$ cat config.mk
export PLATFORM = sky130hd
export DESIGN_NAME = lcd_avalon_ctrl
export DESIGN_NICKNAME = d
export VERILOG_FILES = /design/src/rtl/lcd_inst_pkg.sv /design/src/rtl/lcd_timer.sv /design/src/rtl/lcd_avalon_ctrl.sv
export SDC_FILE = /design/constraint.sdc
export NUM_CORES = 1
export LEC_CHECK = 0
export ABC_AREA = 1
export BUFFER_PORTS_ARGS = -buffer_cell sky130_fd_sc_hd__buf_2
export CAP_MARGIN = 20
export CORE_ASPECT_RATIO = 1.2
export CORE_UTILIZATION = 30
export CTS_BUF_LIST = sky130_fd_sc_hd__clkbuf_8
export DETAILED_ROUTE_END_ITERATION = 6
export PLACE_DENSITY = 0.53
export SYNTH_ARGS = -nofsm -noshare
export SYNTH_HDL_FRONTEND = slang
export SYNTH_SLANG_ARGS = --single-unit
$ cat constraint.sdc
create_clock -name clk -period 2.5 [get_ports clk]
set_input_delay 0.5 -clock clk [delete_from_list [all_inputs] [get_ports clk]]
set_output_delay 0.5 -clock clk [all_outputs]
set_load 0.02 [all_outputs]
$ cat src/rtl/lcd_inst_pkg.sv
// HD44780 instruction codes and controller state type
// shared by the LCD Avalon controller and its timer.
package lcd_inst_pkg;

  localparam logic [7:0] CLEAR_DISPLAY = 8'h01;
  localparam logic [7:0] RETURN_HOME   = 8'h02;
  localparam logic [7:0] ENTRY_MODE    = 8'h06;
  localparam logic [7:0] DISPLAY_ON    = 8'h0C;
  localparam logic [7:0] FUNCTION_SET  = 8'h38;

  typedef enum logic [2:0] {
    POWERUP,
    IDLE,
    SETUP,
    PULSE,
    HOLD,
    EXEC
  } lcd_ctrl_state_t;

  // Clear and return-home need the long execution wait.
  function automatic logic is_slow_cmd(
    input logic       rs,
    input logic [7:0] data
  );
    return !rs && (data[7:2] == 6'd0);
  endfunction

  function automatic int max_of(input int a, input int b);
    return (a > b) ? a : b;
  endfunction

endpackage

$ cat src/rtl/lcd_timer.sv
// Loadable down-counter shared by all timed controller
// states; done flags a count of zero.
module lcd_timer #(
  parameter int           W       = 20,
  parameter logic [W-1:0] RST_VAL = '0
) (
  input  logic         clk,
  input  logic         reset,
  input  logic         load,
  input  logic [W-1:0] value,
  output logic         done
);

  logic [W-1:0] cnt;

  // Load on state entry, otherwise count down to zero and stop.
  always_ff @(posedge clk or posedge reset) begin
    if (reset) begin
      cnt <= RST_VAL;
    end else if (load) begin
      cnt <= value;
    end else if (cnt != '0) begin
      cnt <= cnt - W'(1);
    end
  end

  assign done = (cnt == '0);

endmodule

$ cat src/rtl/lcd_avalon_ctrl.sv
// Avalon-MM slave driving an HD44780 character LCD with
// setup/enable/hold/exec timing and autonomous power-up init.
module lcd_avalon_ctrl #(
  parameter int SETUP_CYC   = 4,
  parameter int EN_CYC      = 12,
  parameter int HOLD_CYC    = 4,
  parameter int EXEC_CYC    = 2000,
  parameter int CLEAR_CYC   = 82000,
  parameter int POWERUP_CYC = 750000
) (
  input  logic       clk,
  input  logic       reset,
  input  logic       address,
  input  logic       chipselect,
  input  logic       byteenable,
  input  logic       read,
  input  logic       write,
  input  logic [7:0] writedata,
  output logic [7:0] readdata,
  output logic       waitrequest,
  output logic [1:0] response,
  output logic [7:0] lcd_data,
  output logic       lcd_rs,
  output logic       lcd_rw,
  output logic       lcd_en,
  output logic       lcd_on,
  output logic       lcd_blon
);

  import lcd_inst_pkg::*;

  localparam int MAXC = max_of(
    max_of(max_of(SETUP_CYC, EN_CYC),
           max_of(HOLD_CYC, EXEC_CYC)),
    max_of(CLEAR_CYC, POWERUP_CYC));
  localparam int CW = $clog2(MAXC + 1);

  localparam logic [7:0] INIT_ROM [4] = '{
    FUNCTION_SET, DISPLAY_ON, ENTRY_MODE, CLEAR_DISPLAY
  };

  lcd_ctrl_state_t state, next_state;

  logic          tmr_load;
  logic [CW-1:0] tmr_value;
  logic          tmr_done;
  logic          idle;
  logic          accept;
  logic          init_done;
  logic [1:0]    init_idx;

  assign idle   = (state == IDLE);
  assign accept = idle && chipselect && write
                  && !read && byteenable;

  lcd_timer #(
    .W       (CW),
    .RST_VAL (CW'(POWERUP_CYC - 1))
  ) u_timer (
    .clk   (clk),
    .reset (reset),
    .load  (tmr_load),
    .value (tmr_value),
    .done  (tmr_done)
  );

  // State register.
  always_ff @(posedge clk or posedge reset) begin
    if (reset) state <= POWERUP;
    else       state <= next_state;
  end

  // Next state and timer reload on every state entry.
  always_comb begin
    next_state = state;
    tmr_load   = 1'b0;
    tmr_value  = '0;
    unique case (state)
      POWERUP: begin
        if (tmr_done) begin
          next_state = SETUP;
          tmr_load   = 1'b1;
          tmr_value  = CW'(SETUP_CYC - 1);
        end
      end
      IDLE: begin
        if (accept) begin
          next_state = SETUP;
          tmr_load   = 1'b1;
          tmr_value  = CW'(SETUP_CYC - 1);
        end
      end
      SETUP: begin
        if (tmr_done) begin
          next_state = PULSE;
          tmr_load   = 1'b1;
          tmr_value  = CW'(EN_CYC - 1);
        end
      end
      PULSE: begin
        if (tmr_done) begin
          next_state = HOLD;
          tmr_load   = 1'b1;
          tmr_value  = CW'(HOLD_CYC - 1);
        end
      end
      HOLD: begin
        if (tmr_done) begin
          next_state = EXEC;
          tmr_load   = 1'b1;
          tmr_value  = is_slow_cmd(lcd_rs, lcd_data)
                       ? CW'(CLEAR_CYC - 1)
                       : CW'(EXEC_CYC - 1);
        end
      end
      EXEC: begin
        if (tmr_done) begin
          if (!init_done && init_idx != 2'd3) begin
            next_state = SETUP;
            tmr_load   = 1'b1;
            tmr_value  = CW'(SETUP_CYC - 1);
          end else begin
            next_state = IDLE;
          end
        end
      end
      default: next_state = POWERUP;
    endcase
  end

  // LCD bus latches and init sequencing progress.
  always_ff @(posedge clk or posedge reset) begin
    if (reset) begin
      lcd_rs    <= 1'b0;
      lcd_data  <= 8'h00;
      init_done <= 1'b0;
      init_idx  <= 2'd0;
    end else begin
      if (state == POWERUP && tmr_done) begin
        lcd_rs   <= 1'b0;
        lcd_data <= INIT_ROM[0];
      end
      if (accept) begin
        lcd_rs   <= address;
        lcd_data <= writedata;
      end
      if (state == EXEC && tmr_done && !init_done) begin
        if (init_idx == 2'd3) begin
          init_done <= 1'b1;
        end else begin
          init_idx <= init_idx + 2'd1;
          lcd_rs   <= 1'b0;
          lcd_data <= INIT_ROM[init_idx + 2'd1];
        end
      end
    end
  end

  // Bus handshake, status reads and enable strobe.
  always_comb begin
    waitrequest = !idle;
    lcd_en      = (state == PULSE);
    readdata    = 8'h00;
    response    = 2'b00;
    if (idle && chipselect && read) begin
      if (write || address) begin
        response = 2'b10;
      end else begin
        readdata = {7'b0, init_done};
      end
    end
  end

  assign lcd_rw   = 1'b0;
  assign lcd_on   = 1'b1;
  assign lcd_blon = 1'b1;

endmodule

# Yosys cells after proc, flatten, opt, wreduce, memory -nomap -nowiden

Cells that the tools add are included.

Flip-flop bits (word level): 35
Input bits: 15
Output and inout port bits: 24
Word-level logic and storage cells: 87

Add/subtract/negate cells: 2
$lt $le $gt $ge: 1
Equality and inequality tests: 13
Muxes and demuxes: 38
Bitwise logic cells: 2
Reduce and logical (&&, ||, !) cells: 25

Operators with widths:

| cell                  | number |
|---|---|
| $pmux 17 s5           | 1 |
| $mux 8                | 6 |
| $mux 20               | 2 |
| $mux 17               | 2 |
| $logic_not 20->1      | 1 |
| $reduce_bool 20->1    | 1 |
| $sub 20x1->20 const B | 1 |
| $mux 3                | 6 |
| $pmux 3 s6            | 1 |
| $bmux 8 s2            | 1 |
| $mux 2                | 7 |
| $logic_and 1x1->1     | 10 |
| $mux 1                | 10 |
| $ne 2x2->1 const B    | 5 |
| $eq 3x2->1 const B    | 2 |
| $eq 3x3->1 const B    | 2 |
| $logic_not 6->1       | 1 |
| $reduce_and 6->1      | 1 |
| $logic_not 1->1       | 4 |
| $mux 4                | 1 |
| $ne 2x1->1 const B    | 2 |
| $reduce_and 2->1      | 2 |
| $reduce_or 4->1       | 1 |
| $eq 3x1->1 const B    | 1 |
| 10 further kinds      | 10 |

# Longest topological paths before layout

Gate-level depths: netlist of run 1.

Depth after elaboration: 8
Mapped depth: 11

# Hierarchy

Synthesis of run 1 repeated with hierarchy kept, for this count alone.

Cell total of the unflattened synthesis: 335
Area, all modules: 2,477.4 um^2

By module, submodules not included:

| module          | times used | cells each | area each (um^2) | seq. area each (um^2) |
|---|---|---|---|---|
| lcd_timer       | 1          | 183        | 1,405.1          | 516.7 |
| lcd_avalon_ctrl | 1          | 152        | 1,072.3          | 375.4 |

# Worst setup path before layout of run 1

Ideal clock, no wire load.

Path type: reg-to-output
From: reg state[1]
To: out readdata[0]
Data arrival time: 1.406 ns
Required time: 2.000 ns
Setup slack: 0.594 ns
Cell stages (with the launch flop): 6
Buffers on the path: 0
Path through: dfrtp_1 -> inv_1 -> nand2_2 -> nor2_2 -> nand3_1 -> nor4_1

Longest elaborated chain between the ends: 4

Ends and longest elaborated chain:

| item                           | RTL line               | source |
|---|---|---|
| start, declared                | lcd_avalon_ctrl.sv:42  | `lcd_ctrl_state_t state, next_state;` |
| start signal, assigned         | lcd_avalon_ctrl.sv:70  | `else state <= next_state;` |
| $eq 3x1->1                     | lcd_avalon_ctrl.sv:52  | `assign idle = (state == IDLE);` |
| $logic_and 1x1->1 (2 in a row) | lcd_avalon_ctrl.sv:165 | `if (idle && chipselect && read) begin` |
| $mux 1                         | lcd_avalon_ctrl.sv:165 |  |
| end, declared                  | lcd_avalon_ctrl.sv:19  | `output logic [7:0] readdata,` |

No other way between the ends.

# Worst setup path in the final report of run 1

Same ends and word-level chain as after synthesis.

==> results of run 1 <==
## layout make-up
| type | count | area share (%) |
|---|---|---|
| Inverter | 42 | 6.13 |
| Clock buffer | 5 | 2.68 |
| Clock inverter | 3 | 1.46 |
| Timing Repair Buffer | 29 | 5.84 |
| Multi-Input combinational cell | 216 | 44.8 |
| Sequential cell | 35 | 34.7 |
| Tap cell | 90 | 4.38 |
## sequential cells by signal (all words and copies together), names as in the netlist
name and flops:
init_done 1, init_idx 2, lcd_data 8, u_timer.cnt 20, lcd_rs 1, state 3
## worst max path at each step
stage	start	endpoint	cells past startpoint
2_1_floorplan	state[1]	readdata[0]	5
3_3_place_gp	write	u_timer.cnt[11]	8
4_1_cts	state[1]	readdata[0]	6
5_1_grt	state[1]	readdata[0]	6
3_5_place_dp	write	u_timer.cnt[18]	8
6_report	state[1]	readdata[0]	6
## cells by family (layout without fill, tap and decap cells)
family          Yosys count  after routing  synth area share, %
compound gates           38             38                 9.23
xor+xnor                 16             16                 6.15
fa+ha+maj                 5              5                 2.75
buf+inv                  56             79                 11.8
flops                    35             35                 39.2
other cells               2             11                0.330
simple gates            146            146                 30.6
## power by group through the flow
stage          Clock (mW)  Sequential (mW)  Combinational [mW]
2_1_floorplan           0            0.577              0.0369
5_1_grt             0.537            0.567              0.0469
4_1_cts             0.514            0.567              0.0418
3_5_place_dp            0            0.577              0.0418
3_3_place_gp            0            0.577              0.0414
6_report            0.496            0.567              0.0405
## layer usage
| metal | vias to the layer above | part of all wire (%) | wire length (um) | GRT usage, % |
|---|---|---|---|---|
| met4 | 0 | 1.3 | 65 | 4.12 |
| met1 | 871 | 46 | 2330 | 18.9 |
| li1 | 989 | - | - | - |
| met3 | 9 | 2.4 | 122 | 2.35 |
| met5 | - | 0 | 0 | 0 |
| met2 | 32 | 50 | 2550 | 23.8 |
## placed cells by master (no fill, tap or decap), types with 2 or more instances in the layout
master / instances
nand2_1: 45
nor2_1: 44
inv_1: 41
buf_2: 27
dfrtp_1: 22
nand3_1: 21
a21oi_1: 18
dfstp_2: 13
xor2_1: 12
conb_1: 11
nor3_1: 10
o21ai_0: 8
nor2_2: 6
nand2_2: 5
nor2_4: 5
ha_1: 5
clkbuf_8: 5
o21ai_1: 4
xnor2_1: 4
nor4_1: 3
nand4_1: 2
inv_2: 2
o22ai_1: 2
buf_4: 2
## critical path, stage by stage, from the launching register on
cell     delay, ns
dfrtp_1       0.42
inv_1         0.08
nand2_2       0.07
nor2_2        0.17
nand3_1       0.12
nor4_1        0.18
buf_2         0.21
## metrics by stage
step	utilization (%)	setup slack [ns]
6_report	35.1	0.467
4_1_cts	35.1	0.452
3_3_place_gp	33.7	0.626
3_5_place_dp	33.7	0.580
5_1_grt	35.1	0.335
2_1_floorplan	-	0.594
==> run_results.csv, run 1 <==
group,metric,value,unit
logic_synthesis,yosys.area.top_type,"dfrtp_1",
drt,vias_per_cell,4.53,
sta,min_period,2.03,ns
place,dp_cells,412,
place,dpl-instance-area,0.00246,mm^2
critical_path,crit_path_end_kind,"output port",
clock_network,clockBufferDepth,2,
logic_synthesis,ys.warnings.count,0,
layout,drive_gt1_share,21.2,%
layout,multi_input_area,0.00115,mm^2
sta,skew,0.00735,ns
drt,wl,5.07,mm
drt,dr.pass1.iters,4,
layout,fin_nets,349,
critical_path,crit_path_max_fanout,5,
clock_network,cts_tree,"done",
power_and_ir_drop,p_clk_share,44.9,%
run_status,status,"complete, no violations",
power_and_ir_drop,p_seq_share,51.4,%
die,die_h,97.5,um
logic_synthesis,ys_types,36,
die,die_area,0.00795,mm^2
critical_path,arrival,1.53,ns
drt,drc_errors,0,
run,maxCapViolations,0,
logic_synthesis,synthCells,298,
power_and_ir_drop,switching_power,0.237,mW
layout,seqCellArea,892,um^2
drt,drtIter0Drc,88,
power_and_ir_drop,combPwrFrac,3.7,%
layout,area_delta_synth_final,12.9,%
critical_path,worstReg2RegStart,"state[1]",
layout,design_area,0.00257,mm^2
layout,diodes,0,
power_and_ir_drop,intPower,0.867,mW
drt,vias,1901,
layout,fill_cells,807,
critical_path,r2r-end,"u_timer.cnt[11]",
place,gp_congestion,0.875,
hold_path,hp-class,"primary input to asynchronous set/reset pin",
global_route,grt_pass1_vias,1857,
logic_synthesis,ys_seq_area_share,39.2,%
layout,fin_cells,420,
die,core.rowCount,34,
die,fp.dieW,81.6,um
critical_path,ff2ff_path_depth,8,
sta,setup_viol,0,
global_route,grt_pass1_wl,8.87,mm
logic_synthesis,synth_top_area_share,24.2,%
power_and_ir_drop,sw_frac_of_total,21.4,%
logic_synthesis,synth.ff_latch_count,35,
logic_synthesis,netlist_area,0.00228,mm^2
sta,grt_setup_unrepaired,"no",
clock_network,ctsResizeCount,0,
critical_path,rrSetupSlack,0.61,ns
logic_synthesis,synthTopCellsByCount,"45 x nand2_1, 44 x nor2_1, 39 x inv_1",
global_route,grt_max_degree,36,
critical_path,crit_required,2.00,ns
global_route,grt_overflow,0,
clock_network,clkTransAtPathRegs,0.08,ns
power_and_ir_drop,leakagePower,1.21,nW
logic_synthesis,synth_area_leaders,"dfrtp_1 24%, dfstp_2 15%, nand2_1 7.4%, nor2_1 7.2%, inv_1 6.4%",
drt,wl_per_cell,12.1,um
clock_network,numCtsBuffers,5,
global_route,antenna_found_initial,0,
place,placement.io_buffers,27,
sta,min_period_over_period,81.3,%
clock_network,cts_root_buf,"clkbuf_8",
sta,fmax,492,MHz
logic_synthesis,synth_flop_cell,"dfrtp_1",
clock_network,ctsHoldBuffers,0,
clock_network,h-tree-depth,2,
sta,hold_viol,0,
critical_path,start_kind,"flop",
die,ios,39,
drt,ant_nets,0,
logic_synthesis,synth_edf_count,0,
place,dp_hpwl,3.94,mm
power_and_ir_drop,pwr_density_cell,429,mW/mm^2
sta,fin_setup_tns,0,ns
clock_network,post_cts_buffers,0,
global_route,grt_usage,14.4,%
power_and_ir_drop,finalPower,1.10,mW
die,core_area,0.00732,mm^2
logic_synthesis,synthArstFlopShare,100,%
critical_path,worstSetupPathType,"flop to output port",
die,initial_utilization,31.1,%
clock_network,cts.sinks,35,
logic_synthesis,syn_area_per_cell,7.65,um^2
logic_synthesis,synth_most_common_cell,"nand2_1",
power_and_ir_drop,ir_worst_vdd,0.000217,V
sta,drv_slew,0,
sta,fin_hold_ws,0.311,ns
clock_network,clock_latency,0.28,ns
Note: power is estimated with default switching activity, not from simulation.
==> inputs of run 2 (changes only) <==
--- a/config.mk
+++ b/config.mk
@@ -5,7 +5,7 @@
 export SDC_FILE = /design/constraint.sdc
 export NUM_CORES = 1
 export LEC_CHECK = 0
-export ABC_AREA = 1
+export ABC_AREA = 0
 export BUFFER_PORTS_ARGS = -buffer_cell sky130_fd_sc_hd__buf_2
 export CAP_MARGIN = 20
 export CORE_ASPECT_RATIO = 1.2
==> constraint.sdc (replaced) <==
create_clock -name clk -period 2.12 [get_ports clk]
set_input_delay 0.424 -clock clk [delete_from_list [all_inputs] [get_ports clk]]
set_output_delay 0.424 -clock clk [all_outputs]
set_load 0.02 [all_outputs]
==> run_results.csv, run 2 <==
group,metric,value,unit
layout,diodes,0,
global_route,antenna_found_initial,0,
layout,regMostFlops,"u_timer.cnt",
logic_synthesis,yosys.area.top_type,"dfrtp_1",
sta,fmax,487,MHz
run_status,status,"complete, no violations",
clock_network,clkTransAtPathRegs,0.08,ns
sta,drv_slew,0,
critical_path,start_kind,"flop",
clock_network,ctsHoldBuffers,0,
power_and_ir_drop,sw_frac_of_total,22.8,%
die,core_area,0.00723,mm^2
place,placement.io_buffers,27,
layout,design_area,0.00283,mm^2
layout,top_regs,"u_timer.cnt x20, lcd_data x8, state x3",
drt,wl_per_cell,15.4,um
logic_synthesis,synth_most_common_cell,"nor2_1",
logic_synthesis,ys_types,64,
logic_synthesis,synthCells,227,
global_route,grt_pass1_vias,1922,
logic_synthesis,synth_edf_count,0,
sta,grt_setup_unrepaired,"yes",
layout,layout_commonest_cell,"buf_4",
place,dpl-instance-area,0.00266,mm^2
logic_synthesis,netlist_area,0.00224,mm^2
die,ios,39,
die,die_h,96.8,um
global_route,grt_overflow,0,
power_and_ir_drop,p_clk_share,43.4,%
critical_path,crit_required,2.29,ns
layout,area_delta_synth_final,25.9,%
logic_synthesis,synthArstFlopShare,100,%
power_and_ir_drop,finalPower,1.26,mW
clock_network,cts_tree,"done",
logic_synthesis,syn_area_per_cell,9.89,um^2
power_and_ir_drop,p_seq_share,52.9,%
global_route,grt_max_degree,36,
logic_synthesis,synthTopCellsByCount,"23 x nor2_1, 22 x dfrtp_1, 15 x o21ai_0",
global_route,grt_pass1_wl,9.52,mm
critical_path,crit_path_end_kind,"flop",
clock_network,cts_root_buf,"clkbuf_8",
critical_path,worstSetupPathType,"flop to flop",
place,gp_congestion,0.838,
drt,vias,1947,
layout,drive_gt1_share,39.3,%
logic_synthesis,ys_seq_area_share,39.7,%
drt,drtIter0Drc,151,
hold_path,hp-class,"primary input to asynchronous set/reset pin",
power_and_ir_drop,switching_power,0.288,mW
die,initial_utilization,31.0,%
die,core.rowCount,34,
sta,min_period_over_period,96.8,%
drt,drc_errors,0,
place,dp_hpwl,4.34,mm
critical_path,crit_path_max_fanout,10,
logic_synthesis,synth_area_leaders,"dfrtp_1 25%, dfstp_2 15%, nor2_1 3.8%, buf_4 3.7%, o21ai_0 3.3%",
die,fp.dieW,81.0,um
drt,ant_nets,0,
drt,vias_per_cell,5.12,
logic_synthesis,synth.ff_latch_count,35,
power_and_ir_drop,pwr_density_cell,447,mW/mm^2
power_and_ir_drop,combPwrFrac,3.7,%
clock_network,numCtsBuffers,5,
power_and_ir_drop,leakagePower,1.26,nW
sta,min_period,2.05,ns
power_and_ir_drop,intPower,0.976,mW
drt,wl,5.83,mm
run,maxCapViolations,0,
drt,dr.pass1.iters,4,
clock_network,clock_latency,0.29,ns
logic_synthesis,synth_top_area_share,24.5,%
sta,skew,0.00843,ns
clock_network,h-tree-depth,2,
layout,layout_common_cells,"37 x buf_4, 27 x buf_2, 23 x nor2_1",
power_and_ir_drop,ir_worst_vdd,0.000290,V
sta,hold_viol,0,
critical_path,arrival,2.23,ns
clock_network,clockBufferDepth,2,
global_route,grt_usage,15.9,%
logic_synthesis,synth_flop_cell,"dfrtp_1",
die,die_area,0.00783,mm^2
clock_network,cts.sinks,35,
layout,largest_reg_flops,20,
layout,fin_nets,309,
logic_synthesis,ys.warnings.count,0,
sta,setup_viol,0,
run 2: cell types whose count changed in the layout (fill, tap and decap cells not counted), moves of 7 or more:
cell | previous run | this run
o21ai_0 | 8 | 15
nor2_1 | 44 | 23
xor2_1 | 12 | 3
inv_1 | 41 | 10
a21oi_1 | 18 | 10
nand2_1 | 45 | 9
buf_4 | 2 | 37
nand3_1 | 21 | 6
run 2: stage by stage:
step,hold slack (ns),setup WS (ns),cells,utilization (%),TNS [ns]
finish,0.221,0.0674,380,39.1,0
floorplan,0.460,-0.0170,236,-,-0.0340
CTS,0.243,0.00250,379,38.5,0
global placement,0.486,-0.0156,370,36.8,-0.0325
global route,0.290,-0.0108,380,39.1,-0.0222
detailed placement,0.501,-0.0371,370,36.8,-0.0462
run 2: what timing repair did:
item                       4_1_cts  5_1_grt
setup endpoints to repair        5       12
pin swaps                        1        1
gates resized for setup          3        6
buffers inserted                 0        1
cloned                           1        0
run 2: area by class of cell:
| cell class | count | area, um^2 |
|---|---|---|
| clock inverter | 1 | 7.51 |
| multi-input combinational | 172 | 1250 |
| clock buffer | 7 | 96.3 |
| fill | 745 | 4410 |
| sequential | 35 | 892 |
| timing repair buffer | 65 | 424 |
| tap | 90 | 113 |
| inverter | 10 | 37.5 |
run 2: path summary, 6_finish.rpt:
check	from	endpoint	depth (start not counted)	slack (ns)
setup / recovery	u_timer.cnt[15]	lcd_data[1]	6	0.07
hold / removal	reset	lcd_data[4]	3	0.22
setup reg to reg	u_timer.cnt[15]	lcd_data[1]	6	0.07
hold reg to reg	u_timer.cnt[17]	u_timer.cnt[17]	2	0.51
max in group asynchronous	reset	u_timer.cnt[13]	3	1.54
min in group clk	writedata[7]	lcd_data[7]	3	0.39
run 2: cells by family (layout without fill, tap and decap cells):
kind of cell | after synthesis | after routing | share of synthesized area, %
AND/OR/NAND/NOR | 80 | 80 | 23.0
AO/OA/AOI/OAI | 59 | 60 | 18.8
flip-flops | 35 | 35 | 39.7
buffers and inverters | 30 | 83 | 8.36
XOR/XNOR | 11 | 11 | 4.29
adder cells (fa/ha/maj) | 5 | 5 | 2.79
multiplexers | 5 | 5 | 2.73
other | 2 | 11 | 0.335
run 2: routing by layer:
layer / global-route usage [%] / part of all wire, % / up-vias
met5: 0 / 0 / -
met4: 4.95 / 1.3 / 0
met3: 2.45 / 2.8 / 6
met2: 26.8 / 51 / 47
met1: 20.5 / 44 / 960
li1: - / - / 934
run 2: worst max-delay path, cell delays in order, from the launching register on:
cell and delay (ns):
dfrtp_1 0.38, or4_4 0.51, or2_0 0.22, buf_6 0.16, nor2_8 0.10, and4_4 0.25
mux2_4 0.30
run 2: power by group through the flow:
stage,clock network [mW],registers [mW],logic (mW)
floorplan,0,0.681,0.0438
global placement,0,0.681,0.0474
global route,0.593,0.668,0.0533
finish,0.549,0.668,0.0466
CTS,0.564,0.668,0.0480
detailed placement,0,0.681,0.0482
==> inputs of run 3 (changes only) <==
--- a/config.mk
+++ b/config.mk
@@ -6,13 +6,13 @@
 export NUM_CORES = 1
 export LEC_CHECK = 0
 export ABC_AREA = 0
-export BUFFER_PORTS_ARGS = -buffer_cell sky130_fd_sc_hd__buf_2
 export CAP_MARGIN = 20
 export CORE_ASPECT_RATIO = 1.2
 export CORE_UTILIZATION = 30
 export CTS_BUF_LIST = sky130_fd_sc_hd__clkbuf_8
 export DETAILED_ROUTE_END_ITERATION = 6
-export PLACE_DENSITY = 0.53
+export DONT_BUFFER_PORTS = 1
+export PLACE_DENSITY = 0.49
 export SYNTH_ARGS = -nofsm -noshare
 export SYNTH_HDL_FRONTEND = slang
 export SYNTH_SLANG_ARGS = --single-unit
==> run_results.csv, run 3 (synthesis gave the netlist of run 2 again) <==
group,metric,value,unit
run_status,status,"complete, no violations",
die,die_area,0.00783,mm^2
layout,design_area,0.00283,mm^2
layout,diodes,0,
drt,ant_nets,0,
critical_path,arrival,2.25,ns
global_route,antenna_found_initial,0,
drt,wl,5.79,mm
die,initial_utilization,31.0,%
layout,top_regs,"u_timer.cnt x20, lcd_data x8, state x3",
critical_path,path_cells,"or4_4, or2_1, buf_6, nor2_8, and4_4, mux2_4",
global_route,grt_pass1_vias,2003,
critical_path,worstSetupPathType,"flop to flop",
hold_path,hp-class,"primary input to asynchronous set/reset pin",
layout,drive_gt1_share,37.8,%
critical_path,crit_required,2.30,ns
sta,fin_hold_ws,0.120,ns
layout,layout_common_cells,"52 x buf_4, 23 x nor2_1, 22 x dfrtp_1",
die,core.rowCount,34,
critical_path,start_kind,"flop",
place,gp_congestion,0.765,
critical_path,rrSetupSlack,0.05,ns
place,dpl-instance-area,0.00259,mm^2
power_and_ir_drop,ir_worst_vdd,0.000239,V
layout,fin_nets,297,
clock_network,clockBufferDepth,2,
sta,hold_viol,0,
global_route,grt_pass1_wl,9.69,mm
global_route,grt_usage,16.3,%
critical_path,slowest_delay,0.53,ns
drt,drc_errors,0,
run,maxCapViolations,0,
drt,vias_per_cell,5.06,
layout,largest_reg_flops,20,
sta,min_period,2.07,ns
drt,wl_per_cell,15.7,um
global_route,grt_overflow,0,
sta,fmax,484,MHz
sta,drv_slew,0,
die,core_area,0.00723,mm^2
sta,setup_viol,0,
clock_network,cts_root_buf,"clkbuf_8",
place,placement.io_buffers,0,
die,fp.dieW,81.0,um
die,ios,39,
power_and_ir_drop,pwr_density_cell,473,mW/mm^2
layout,area_delta_synth_final,25.9,%
drt,vias,1861,
power_and_ir_drop,leakagePower,1.24,nW
critical_path,crit_path_end_kind,"flop",
clock_network,cts_tree,"done",
global_route,grt_max_degree,36,
die,die_h,96.8,um
power_and_ir_drop,finalPower,1.34,mW
place,dp_cells,352,
sta,min_period_over_period,97.5,%
layout,regMostFlops,"u_timer.cnt",
clock_network,clock_latency,0.29,ns
critical_path,crit_path_max_fanout,6,
clock_network,clkTransAtPathRegs,0.08,ns
sta,grt_setup_unrepaired,"yes",
drt,drtIter0Drc,55,
clock_network,numCtsBuffers,5,
layout,fill_cells,756,
layout,fin_util,39.1,%
clock_network,h-tree-depth,2,
critical_path,cp_slowest_cell,"or4_4",
place,dp_hpwl,4.29,mm
layout,layout_commonest_cell,"buf_4",
sta,skew,0.0109,ns
layout,fin_cells,368,
critical_path,ff2ff_path_depth,6,
clock_network,cts.sinks,35,
drt,dr.pass1.iters,4,
[run 3: per-layer routing]
metal,routed length [um],vias to the layer above,track usage (%),share of wire [%]
li1,-,903,-,-
met1,2470,910,19.1,43
met2,3010,41,27.9,52
met3,212,7,4.25,3.7
met4,94,0,5.77,1.6
met5,0,-,0,0
[run 3: repair_timing]
item / CTS / global route
gates resized for setup: 5 / 9
pin swaps: 1 / 5
buffers inserted: 3 / 5
hold endpoints to repair: 0 / 0
hold buffers: 0 / 0
setup endpoints to repair: 9 / 11
[run 3: layout make-up]
class	instances	area [um^2]	share of cell area, %
clock buffer	6	82.6	2.92
clock inverter	2	35.0	1.24
inverter	10	37.5	1.33
multi-input combinational	171	1240	44.0
sequential	35	892	31.6
tap	90	113	3.98
timing repair buffer	54	422	14.9
[run 3: final timing paths]
| kind | startpoint | end |
|---|---|---|
| min | reset | u_timer.cnt[6] |
| max | u_timer.cnt[14] | lcd_data[1] |
| min reg2reg | u_timer.cnt[17] | u_timer.cnt[17] |
| max in group asynchronous | reset | u_timer.cnt[16] |
| min in group clk | writedata[7] | lcd_data[7] |
| max reg2reg | u_timer.cnt[14] | lcd_data[1] |
[run 3: power breakdown]
| part | total (mW) | internal, mW | switching (mW) |
|---|---|---|---|
| Sequential | 0.669 | 0.669 | 0 |
| Clock | 0.636 | 0.381 | 0.255 |
| Combinational | 0.0335 | 0.00253 | 0.0309 |
| Total | 1.34 | 1.05 | 0.286 |
[run 3: worst max-delay path: cells and delay by family (launching register included)]
family | cells | cell delay [ns]
buffers and inverters | 1 | 0.15
AND/OR/NAND/NOR | 4 | 1.14
flip-flops | 1 | 0.37
multiplexers | 1 | 0.30
[run 3: stage by stage]
step | setup WS (ns) | setup TNS (ns)
finish | 0.0529 | 0
CTS | 0.0109 | 0
global route | -0.0273 | -0.188
detailed placement | -0.0879 | -0.193
global placement | -0.0432 | -0.126
floorplan | -0.0170 | -0.0340
